`config.mk`:
```
export PLATFORM = sky130hd
export DESIGN_NAME = vga_scan_timing
export DESIGN_NICKNAME = d
export VERILOG_FILES = /design/src/rtl/vga_timing_pkg.sv /design/src/rtl/vga_axis_counter.sv /design/src/rtl/vga_scan_timing.sv
export SDC_FILE = /design/constraint.sdc
export NUM_CORES = 1
export LEC_CHECK = 0
export BUFFER_PORTS_ARGS = -buffer_cell sky130_fd_sc_hd__buf_2
export CORE_ASPECT_RATIO = 2
export CORE_UTILIZATION = 35
export DETAILED_ROUTE_END_ITERATION = 12
export PLACE_DENSITY = 0.6
export SYNTH_ARGS = -nofsm -noshare
export SYNTH_HDL_FRONTEND = slang
export SYNTH_HIERARCHICAL = 1
export SYNTH_SLANG_ARGS = --single-unit
```
`constraint.sdc`:
```
create_clock -name clk -period 3.3 [get_ports clk]
set_clock_uncertainty 0.15 [all_clocks]
set_input_delay 0.99 -clock clk [delete_from_list [all_inputs] [get_ports clk]]
set_output_delay 0.99 -clock clk [all_outputs]
set_load 0.01 [all_outputs]
```
`src/rtl/vga_timing_pkg.sv`:
```
// Shared 640x480@60 raster constants, coordinate width and the per-axis total derivation.
package vga_timing_pkg;

  localparam int unsigned COORD_W    = 11;

  localparam int unsigned H_ACTIVE   = 640;
  localparam int unsigned H_FP       = 16;
  localparam int unsigned H_SYNC     = 96;
  localparam int unsigned H_BP       = 48;

  localparam int unsigned V_ACTIVE   = 480;
  localparam int unsigned V_FP       = 10;
  localparam int unsigned V_SYNC     = 2;
  localparam int unsigned V_BP       = 33;

  localparam logic        HS_POL     = 1'b0;
  localparam logic        VS_POL     = 1'b0;
  localparam int unsigned PIPE_DEPTH = 2;

  function automatic int unsigned axis_total(input int unsigned active, input int unsigned fp,
                                             input int unsigned sync, input int unsigned bp);
    return active + fp + sync + bp;
  endfunction

  localparam int unsigned H_TOTAL = axis_total(H_ACTIVE, H_FP, H_SYNC, H_BP);
  localparam int unsigned V_TOTAL = axis_total(V_ACTIVE, V_FP, V_SYNC, V_BP);

  // Control bundle that travels through the output stage (and optional alignment pipe).
  typedef struct packed {
    logic video_on;
    logic hsync;
    logic vsync;
    logic line_start;
    logic frame_start;
  } scan_ctl_t;

endpackage

```
`src/rtl/vga_axis_counter.sv`:
```
// One raster axis: wrap counter with advance/wrap flags, active-region and sync-window decode.
module vga_axis_counter
  import vga_timing_pkg::*;
#(
  parameter int unsigned ACTIVE   = 640,
  parameter int unsigned FP       = 16,
  parameter int unsigned SYNC     = 96,
  parameter int unsigned BP       = 48,
  parameter logic        SYNC_POL = 1'b0
) (
  input  logic               clk,
  input  logic               rst,
  input  logic               adv,
  output logic [COORD_W-1:0] cnt,
  output logic               last,
  output logic               wrap,
  output logic               active,
  output logic               sync
);

  localparam logic [COORD_W-1:0] LAST_V     = COORD_W'(axis_total(ACTIVE, FP, SYNC, BP) - 1);
  localparam logic [COORD_W-1:0] ACTIVE_V   = COORD_W'(ACTIVE);
  localparam logic [COORD_W-1:0] SYNC_START = COORD_W'(ACTIVE + FP);
  localparam logic [COORD_W-1:0] SYNC_END   = COORD_W'(ACTIVE + FP + SYNC);

  always_ff @(posedge clk) begin
    if (rst) begin
      cnt <= '0;
    end else if (adv) begin
      cnt <= last ? '0 : cnt + 1'b1;
    end
  end

  always_comb begin
    last   = (cnt == LAST_V);
    wrap   = adv && last;
    active = (cnt < ACTIVE_V);
    sync   = ((cnt >= SYNC_START) && (cnt < SYNC_END)) ? SYNC_POL : ~SYNC_POL;
  end

endmodule

```
`src/rtl/vga_scan_timing.sv`:
```
// Free-running VGA raster timing generator (registered x/y, syncs, video_on, line/frame strobes).
// Optional VGA_PIPE_ALIGN_EN delays the control outputs by PIPE_DEPTH clocks; x/y stay undelayed.
module vga_scan_timing
  import vga_timing_pkg::*;
#(
  parameter int unsigned H_ACTIVE   = vga_timing_pkg::H_ACTIVE,
  parameter int unsigned H_FP       = vga_timing_pkg::H_FP,
  parameter int unsigned H_SYNC     = vga_timing_pkg::H_SYNC,
  parameter int unsigned H_BP       = vga_timing_pkg::H_BP,
  parameter int unsigned V_ACTIVE   = vga_timing_pkg::V_ACTIVE,
  parameter int unsigned V_FP       = vga_timing_pkg::V_FP,
  parameter int unsigned V_SYNC     = vga_timing_pkg::V_SYNC,
  parameter int unsigned V_BP       = vga_timing_pkg::V_BP,
  parameter logic        HS_POL     = vga_timing_pkg::HS_POL,
  parameter logic        VS_POL     = vga_timing_pkg::VS_POL,
  parameter int unsigned PIPE_DEPTH = vga_timing_pkg::PIPE_DEPTH
) (
  input  logic               clk,
  input  logic               rst,
  input  logic               pix_ce,
  output logic [COORD_W-1:0] x,
  output logic [COORD_W-1:0] y,
  output logic               video_on,
  output logic               hsync,
  output logic               vsync,
  output logic               line_start,
  output logic               frame_start
);

  localparam scan_ctl_t CTL_RST = '{video_on: 1'b0, hsync: ~HS_POL, vsync: ~VS_POL,
                                    line_start: 1'b0, frame_start: 1'b0};

  logic [COORD_W-1:0] h_cnt, v_cnt;
  logic               h_last, h_wrap, h_act, h_sync;
  logic               v_last, v_wrap, v_act, v_sync;
  logic               line_pend, frame_pend;
  scan_ctl_t          ctl_q, ctl_out;

  vga_axis_counter #(
    .ACTIVE(H_ACTIVE), .FP(H_FP), .SYNC(H_SYNC), .BP(H_BP), .SYNC_POL(HS_POL)
  ) u_h (
    .clk(clk), .rst(rst), .adv(pix_ce),
    .cnt(h_cnt), .last(h_last), .wrap(h_wrap), .active(h_act), .sync(h_sync)
  );

  vga_axis_counter #(
    .ACTIVE(V_ACTIVE), .FP(V_FP), .SYNC(V_SYNC), .BP(V_BP), .SYNC_POL(VS_POL)
  ) u_v (
    .clk(clk), .rst(rst), .adv(h_wrap),
    .cnt(v_cnt), .last(v_last), .wrap(v_wrap), .active(v_act), .sync(v_sync)
  );

  // A wrap on this edge means the next output load is the first to show the new line/frame;
  // remembering the wrap (rather than decoding cnt==0) keeps strobes single-clk when pix_ce stalls.
  always_ff @(posedge clk) begin
    if (rst) begin
      line_pend  <= 1'b0;
      frame_pend <= 1'b0;
      x          <= '0;
      y          <= '0;
      ctl_q      <= CTL_RST;
    end else begin
      line_pend  <= h_wrap;
      frame_pend <= h_wrap && v_wrap;
      x          <= h_cnt;
      y          <= v_cnt;
      ctl_q      <= '{video_on: h_act && v_act, hsync: h_sync, vsync: v_sync,
                      line_start: line_pend, frame_start: frame_pend};
    end
  end

`ifdef VGA_PIPE_ALIGN_EN
  scan_ctl_t ctl_pipe [PIPE_DEPTH];

  always_ff @(posedge clk) begin
    if (rst) begin
      for (int unsigned i = 0; i < PIPE_DEPTH; i++) ctl_pipe[i] <= CTL_RST;
    end else begin
      ctl_pipe[0] <= ctl_q;
      for (int unsigned i = 1; i < PIPE_DEPTH; i++) ctl_pipe[i] <= ctl_pipe[i-1];
    end
  end

  assign ctl_out = ctl_pipe[PIPE_DEPTH-1];
`else
  assign ctl_out = ctl_q;
`endif

  assign video_on    = ctl_out.video_on;
  assign hsync       = ctl_out.hsync;
  assign vsync       = ctl_out.vsync;
  assign line_start  = ctl_out.line_start;
  assign frame_start = ctl_out.frame_start;

endmodule

```
==> results.md, run 1 <==
- DPL Wire Length: roughly 2.6 mm
- Detailed-route via count: approximately 1,400
- CP max stage delay: about 0.57 ns
- Hold Buf Count CTS: 0
- Final hold vios: 0
- Yosys warnings: 6
- CP Cell Sequence: buf_2 -> and3_2 -> nor2b_1 -> nand4_2 -> or4_1 -> a21oi_1
- Post-cts gate resize count: 0
- Power per Cell Area: around 450 nW/um^2
- WP buf/inv: 1
- Ant diodes: 0
- Design Area, Final: between 2000 and 2500 um^2
- Tmin final: around 2.4 ns
- Die area: 5927 um^2
- Antenna viol nets, final: 0
- Iter 0 DRT Violations: 23
- Pre-CTS WS: 0.5528 ns
- Setup Crit Path Kind: in2reg
- Slew HR: ~64%
- Row Count: 38
- Post-CTS setup buffers: 0
- Post-route setup slack: about 0.87 ns
- CTS H-tree lvls: 2
- Residual DRC: 0
- Clock sink total: 51
- Worst hold-check path type: reg2reg
- Status: complete, no violations
- Routed wire length: about 3.7 mm
- Crit path arrival time: 2.52 ns
- Clk pin slew, worst setup/hold paths: 0.09 ns
- First-pass GRT wire length: a little over 6 mm
- CP max stage cell: or4_1
- Cell area after synthesis: about 2000 um^2
- Vias/cell: between 5 and 6
- CTS Buf Count: 5
- Worst-margin pin slew: 0.5451 ns
- Final core utilization: 40.93%
- Leakage: 0.9017 nW
- Vias in the first global route: 1,360
- RSZ-0062 raised after global routing: false
- Final net count: approximately 230
- First-pass DRT Iterations: 4
- CP startpoint kind: primary input
- Placed cell count: roughly 270
- Net count after synthesis: slightly below 200
- Worst EP required: about 3.4 ns
- CP Capture Type: flip-flop
- Clock Tree Root: clkbuf_8
- GP Congestion: around 0.8
- FMAX: between 0.4 and 0.5 GHz
- Wirelength per Cell: 13.34 um
- Final cell count without fillers: ~280
- GR Overflow Total: 0
- I/O pin count: 30
- Die span in x: 54.94 um
- Cell family with most CP delay: simple AND/OR/NAND/NOR gates
- Syn Area/Cell: between 10 and 15 um^2
- Worst VDD drop: between 0.2 and 0.3 mV
- Clk buf depth: 2
- Starting density of the core: a little over a third
- Pwr Total: roughly 1.0 mW
- Gr usage total: 14.64%
- Initial antenna violation count: 0
- Synth Instances: between 150 and 200
- Placed Area: between 2000 and 2500 um^2
- Port Buf Inserts: 29
- Setup violators final: 0
- Core footprint: approximately 5400 um^2
- Layout overhead on the synthesized area: 13.07%
- CP max FO: 12
- Clk_lat worst skew: about 0.3 ns
- Layout cell share with drive strength beyond 1: between 20% and 30%
- Die Y: approximately 110 um
- CTS tree: yes
- Post-route setup TNS: 0 ns
- Largest net degree at the start of global routing: 33
- Maxcap violations: 0
- Part of the cycle the worst path needs: 73.77%
- Max-slew violations: 0
- Final hold slack: a little over 0.3 ns
==> per-layer routing <==
metal	track usage, %	part of all wire (%)	up-vias
li1	-	-	731
met1	13.41	37	674
met2	26.76	58	18
met3	3.814	2.5	5
met4	8.036	2.5	0
met5	0	0	-
==> flip-flops by register name (all words and copies together), names as in the netlist <==
name / flops
frame_pend: 1
video_on: 1
hsync: 1
frame_start: 1
u_h/cnt: 11
line_start: 1
y: 11
line_pend: 1
vsync: 1
x: 11
u_v/cnt: 11
==> power by group <==
group          switching [mW]  leakage (nW)  internal, mW
clock                   0.191        0.0470         0.165
combinational          0.0165         0.443       0.00869
sequential            0.00479         0.412         0.620
total                   0.212         0.902         0.793
==> cell usage in the layout (no fill, tap or decap), types with 5 or more instances in the layout <==
cell type and instances:
a21oi_1 9, buf_2 29, clkbuf_8 6, dfxtp_1 51, nand2_1 10, nand4_1 8
nor2_1 14, nor2b_1 26, o21ai_0 6, o31ai_1 6, or3_1 5, xor2_1 6
==> path summary, 6_finish.rpt <==
kind,start,endpoint,slack [ns],cells after the start
max,pix_ce,u_v/cnt[10],0.87,6
max reg2reg,u_h/cnt[0],u_v/cnt[10],0.93,7
min reg2reg,line_pend,line_start,0.30,1
min,line_pend,line_start,0.30,1
==> layout make-up <==
cell class	instances	area (um^2)
clock buffer	6	82.58
clock inverter	1	5.005
fill	577	3202
inverter	2	7.507
multi-input combinational	131	874.6
sequential	51	1021
tap	60	75.07
timing repair buffer	30	152.6
Note: power is estimated with default switching activity, not from simulation.
==> run 2: changes to the inputs <==
clock period = 2.4 ns   (was 3.3 ns; I/O delays follow)
==> run 2 against run 1 <==
Compared with the run above:
- power grew 37%
- cell area grew 2.4%
- utilization grew 0.97 points
- flip-flop and latch count is the same
- hold slack lost 0.0090 ns
- critical endpoint unchanged
- largest cell class unchanged
- largest power group unchanged
- highest routed layer unchanged
==> results.md, run 2 (synthesis gave the netlist of run 1 again) <==
- Most frequent cells in the layout: dfxtp_1, buf_2, nor2b_1, nor2_1, nand2_1
- Setup violators final: 0
- Setup Crit Path Kind: reg2reg
- Status: complete, no violations
- Clk buf depth: 2
- Maxcap violations: 0
- Largest net degree at the start of global routing: 20
- Vias/cell: approximately 5
- Crit path from: u_h/cnt[0]
- Worst VDD drop: roughly 0.35 mV
- Final hold slack: approximately 0.29 ns
- Initial antenna violation count: 0
- Clk pin slew, worst setup/hold paths: 0.09 ns
- Core footprint: 5420 um^2
- Design Area, Final: about 2300 um^2
- I/O pin count: 30
- Die span in x: between 50 and 60 um
- DPL Wire Length: approximately 2.8 mm
- Die area: between 5000 and 6000 um^2
- GR Overflow Total: 0
- Final net count: between 200 and 250
- Placed Area: between 2000 and 2500 um^2
- CP startpoint kind: flip-flop
- Gr usage total: 15.12%
- Hold Buf Count CTS: 0
- First-pass GRT wire length: approximately 6.4 mm
- Post-cts gate resize count: 0
- Slew HR: 70.98%
- Leakage: about 0.93 nW
- Worst-margin pin slew: 0.4353 ns
- Post-route setup TNS: 0 ns
- Layout overhead on the synthesized area: 15.75%
- Routed wire length: roughly 3.8 mm
- Max-slew violations: 0
- Most common cell after layout, fill and taps aside: dfxtp_1
- CP max FO: 12
- CP Capture Type: flip-flop
- Clock sink total: between 50 and 60
- Starting density of the core: 36.20%
- Pre-CTS WS: 0.03837 ns
- Antenna viol nets, final: 0
- Port Buf Inserts: 29
- Clock Tree Root: clkbuf_8
- Post-route setup slack: 0.2209 ns
- Final hold vios: 0
- Ant diodes: 0
- GP Congestion: between 0.8 and 0.9
- Worst hold-check path type: reg2reg
- Iter 0 DRT Violations: 23
- Crit path arrival time: around 2.3 ns
- First-pass DRT Iterations: 4
- Pwr Total: 1.378 mW
- RSZ-0062 raised after global routing: false
- RR Startpoint: u_h/cnt[0]
- Post-CTS setup buffers: 0
- Row Count: 38
- Tmin final: between 2 and 2.5 ns
- Detailed-route via count: 1,479
- FMAX: about 0.46 GHz
- Power per Cell Area: 606.6 nW/um^2
- Part of the cycle the worst path needs: about nine tenths
- Layout cell share with drive strength beyond 1: between 20% and 30%
- Die Y: around 110 um
- CTS Buf Count: 5
- Worst EP required: 2.49 ns
- Clk_lat worst skew: 0.30 ns
- Residual DRC: 0
- Vias in the first global route: roughly 1,400
- Wirelength per Cell: around 13 um
- CTS tree: yes
- Hold path startpoint: line_pend
- CTS H-tree lvls: 2
==> run 2: stage by stage <==
stage / std cells / utilization (%)
final: 289 / 41.90
after global routing: 289 / 41.90
after CTS: 289 / 41.90
after detailed placement: 281 / 40.33
after global placement: 281 / 40.33
after floorplan: 192 / -
==> run 2: worst paths after layout <==
path / endpoint / cells past startpoint / slack, ns
setup / recovery: u_v/cnt[10] / 7 / 0.22
hold / removal: line_start / 1 / 0.29
setup reg to reg: u_v/cnt[10] / 7 / 0.22
hold reg to reg: line_start / 1 / 0.29
==> run 2: worst max-delay path: stages (launching register included) <==
cell and delay (ns):
dfxtp_1 0.35, ha_1 0.19, and4bb_1 0.24, nand3_1 0.09
nor2b_2 0.15, nand4_2 0.23, or4_1 0.57, a21oi_1 0.15
==> run 2: power by group <==
group / switching, mW / total [mW] / internal, mW
sequential: 0.00312 / 0.855 / 0.852
clock: 0.273 / 0.477 / 0.204
combinational: 0.0274 / 0.0459 / 0.0185
total: 0.303 / 1.38 / 1.07
==> run 2: routing by layer <==
metal	track usage (%)	vias up	part of all wire (%)
met3	3.814	5	2.4
met4	8.036	0	2.3
met2	27.45	18	59
met1	14.26	707	36
li1	-	749	-
met5	0	-	0
==> run 2: final cells by class <==
class	instances	area (um^2)
fillers	583	3149
flip-flops and latches	51	1021
multi-input cells	131	877.1
repair buffers	37	205.2
well taps	60	75.07
clock buffers	6	72.57
clock inverters	2	12.51
inverters	2	7.507
==> run 3: changes to the inputs <==
--- a/config.mk
+++ b/config.mk
@@ -10,2 +10,3 @@
 export CORE_UTILIZATION = 35
+export CTS_BUF_LIST = sky130_fd_sc_hd__clkbuf_2
 export DETAILED_ROUTE_END_ITERATION = 12
--- a/constraint.sdc
+++ b/constraint.sdc
@@ -4,2 +4,2 @@
 set_output_delay 0.72 -clock clk [all_outputs]
-set_load 0.01 [all_outputs]
+set_load 0.02 [all_outputs]
==> run 3 against run 2 <==
Compared with the run above:
- final cell count did not move
- first-iteration DRC count rose by 4.3%
- cell area fell by 1.9%
- clock power fell by 29%
- register-to-register slack barely moved
- largest cell class unchanged
- largest power group unchanged
==> results.md, run 3 (synthesis gave the netlist of run 1 again) <==
- Design Area, Final: approximately 2200 um^2
- Layout fillers: 590
- GR Overflow Total: 0
- Initial antenna violation count: 0
- DPL Wire Length: roughly 2.8 mm
- Final net count: about 230
- RSZ-0062 raised after global routing: false
- First-pass DRT Iterations: 4
- Layout cell share with drive strength beyond 1: between 20% and 30%
- Final hold vios: 0
- Routed wire length: ~3.8 mm
- CTS H-tree lvls: 2
- Ant diodes: 0
- Part of the cycle the worst path needs: about nine tenths
- CTS Buf Count: 5
- Clk pin slew, worst setup/hold paths: 0.25 ns
- Final core utilization: roughly two fifths
- Layout overhead on the synthesized area: 13.58%
- Detailed-route via count: roughly 1,500
- Worst VDD drop: between 0.3 and 0.4 mV
- Power per Cell Area: 559.8 nW/um^2
- Starting density of the core: between 30% and 40%
- Residual DRC: 0
- Largest net degree at the start of global routing: 20
- Die span in x: roughly 55 um
- Clk buf depth: 2
- Leakage: slightly above 0.9 nW
- Iter 0 DRT Violations: 24
- Post-cts gate resize count: 0
- Vias in the first global route: about 1,400
- CP max stage cell: or4_1
- Worst hold-check path type: reg2reg
- Maxcap violations: 0
- Gr usage total: about 15%
- Hold Buf Count CTS: 0
- CP max FO: 12
- Placed Area: ~2200 um^2
- CP Capture Type: flip-flop
- Post-CTS setup buffers: 0
- Clk_lat worst skew: ~0.45 ns
- Core footprint: 5420 um^2
- Cell family with most CP delay: simple AND/OR/NAND/NOR gates
- Most common cell after layout, fill and taps aside: dfxtp_1
- GP Congestion: ~0.80
- Crit path arrival time: ~2.4 ns
- Die area: about 5900 um^2
- Setup violators final: 0
- Row Count: 38
- CP startpoint kind: flip-flop
- I/O pin count: 30
- Pwr Total: between 1 and 1.5 mW
- Post-route setup TNS: 0 ns
- Antenna viol nets, final: 0
- Status: complete, no violations
- CTS tree: yes
- CP max stage delay: between 0.5 and 0.6 ns
- Wirelength per Cell: between 10 and 15 um
- Slew HR: a little over 70%
- Port Buf Inserts: 29
- Clock sink total: between 50 and 60
- FMAX: approximately 0.46 GHz
- Max-slew violations: 0
- Most frequent cells in the layout: dfxtp_1, buf_2, nor2b_1, nor2_1, nand2_1
- First-pass GRT wire length: roughly 6.4 mm
- Clock Tree Root: clkbuf_2
- Worst EP required: approximately 2.7 ns
- WP buf/inv: 0
- Vias/cell: approximately 5
- Die Y: 107.9 um
- Setup Crit Path Kind: reg2reg
- Worst-margin pin slew: around 0.43 ns
- CP Cell Sequence: ha_1 -> and4bb_1 -> nand3_1 -> nor2b_2 -> nand4_2 -> or4_1 -> a21oi_1
- Tmin final: around 2.2 ns
## run 3: layer usage
| layer | up-vias | track usage [%] | part of all wire [%] |
|---|---|---|---|
| met5 | - | 0 | 0 |
| met4 | 0 | 9.643 | 2.8 |
| met3 | 7 | 3.814 | 2.4 |
| met2 | 16 | 27.37 | 59 |
| met1 | 708 | 14.26 | 36 |
| li1 | 748 | - | - |
## run 3: final cells by class
type / count / area, um^2 / area share (%)
Clock buffer: 6 / 30.03 / 1.348
Clock inverter: 2 / 12.51 / 0.5615
Inverter: 2 / 7.507 / 0.3369
Multi-Input combinational cell: 131 / 877.1 / 39.36
Sequential cell: 51 / 1021 / 45.82
Tap cell: 60 / 75.07 / 3.369
Timing Repair Buffer: 37 / 205.2 / 9.208
## run 3: through the flow
| step | hold slack, ns | instances | setup slack, ns |
|---|---|---|---|
| global route | 0.3270 | 289 | 0.04882 |
| CTS | 0.3141 | 289 | 0.2159 |
| finish | 0.3121 | 289 | 0.2191 |
| floorplan | 0.2638 | 192 | 0.03923 |
| detailed placement | 0.2758 | 281 | 0.03837 |
| global placement | 0.2883 | 281 | 0.08577 |
## run 3: power by group
part | total (mW) | leakage, nW | internal (mW) | switching [mW]
sequential | 0.859 | 0.412 | 0.856 | 0.00309
combinational | 0.0482 | 0.479 | 0.0185 | 0.0297
clock | 0.340 | 0.0290 | 0.0740 | 0.266
## run 3: path summary, 6_finish.rpt
| kind | from | endpoint | slack [ns] | depth (start not counted) |
|---|---|---|---|---|
| setup / recovery | u_h/cnt[0] | u_v/cnt[10] | 0.22 | 7 |
| hold / removal | line_pend | line_start | 0.31 | 1 |
| setup reg to reg | u_h/cnt[0] | u_v/cnt[10] | 0.22 | 7 |
| hold reg to reg | line_pend | line_start | 0.31 | 1 |
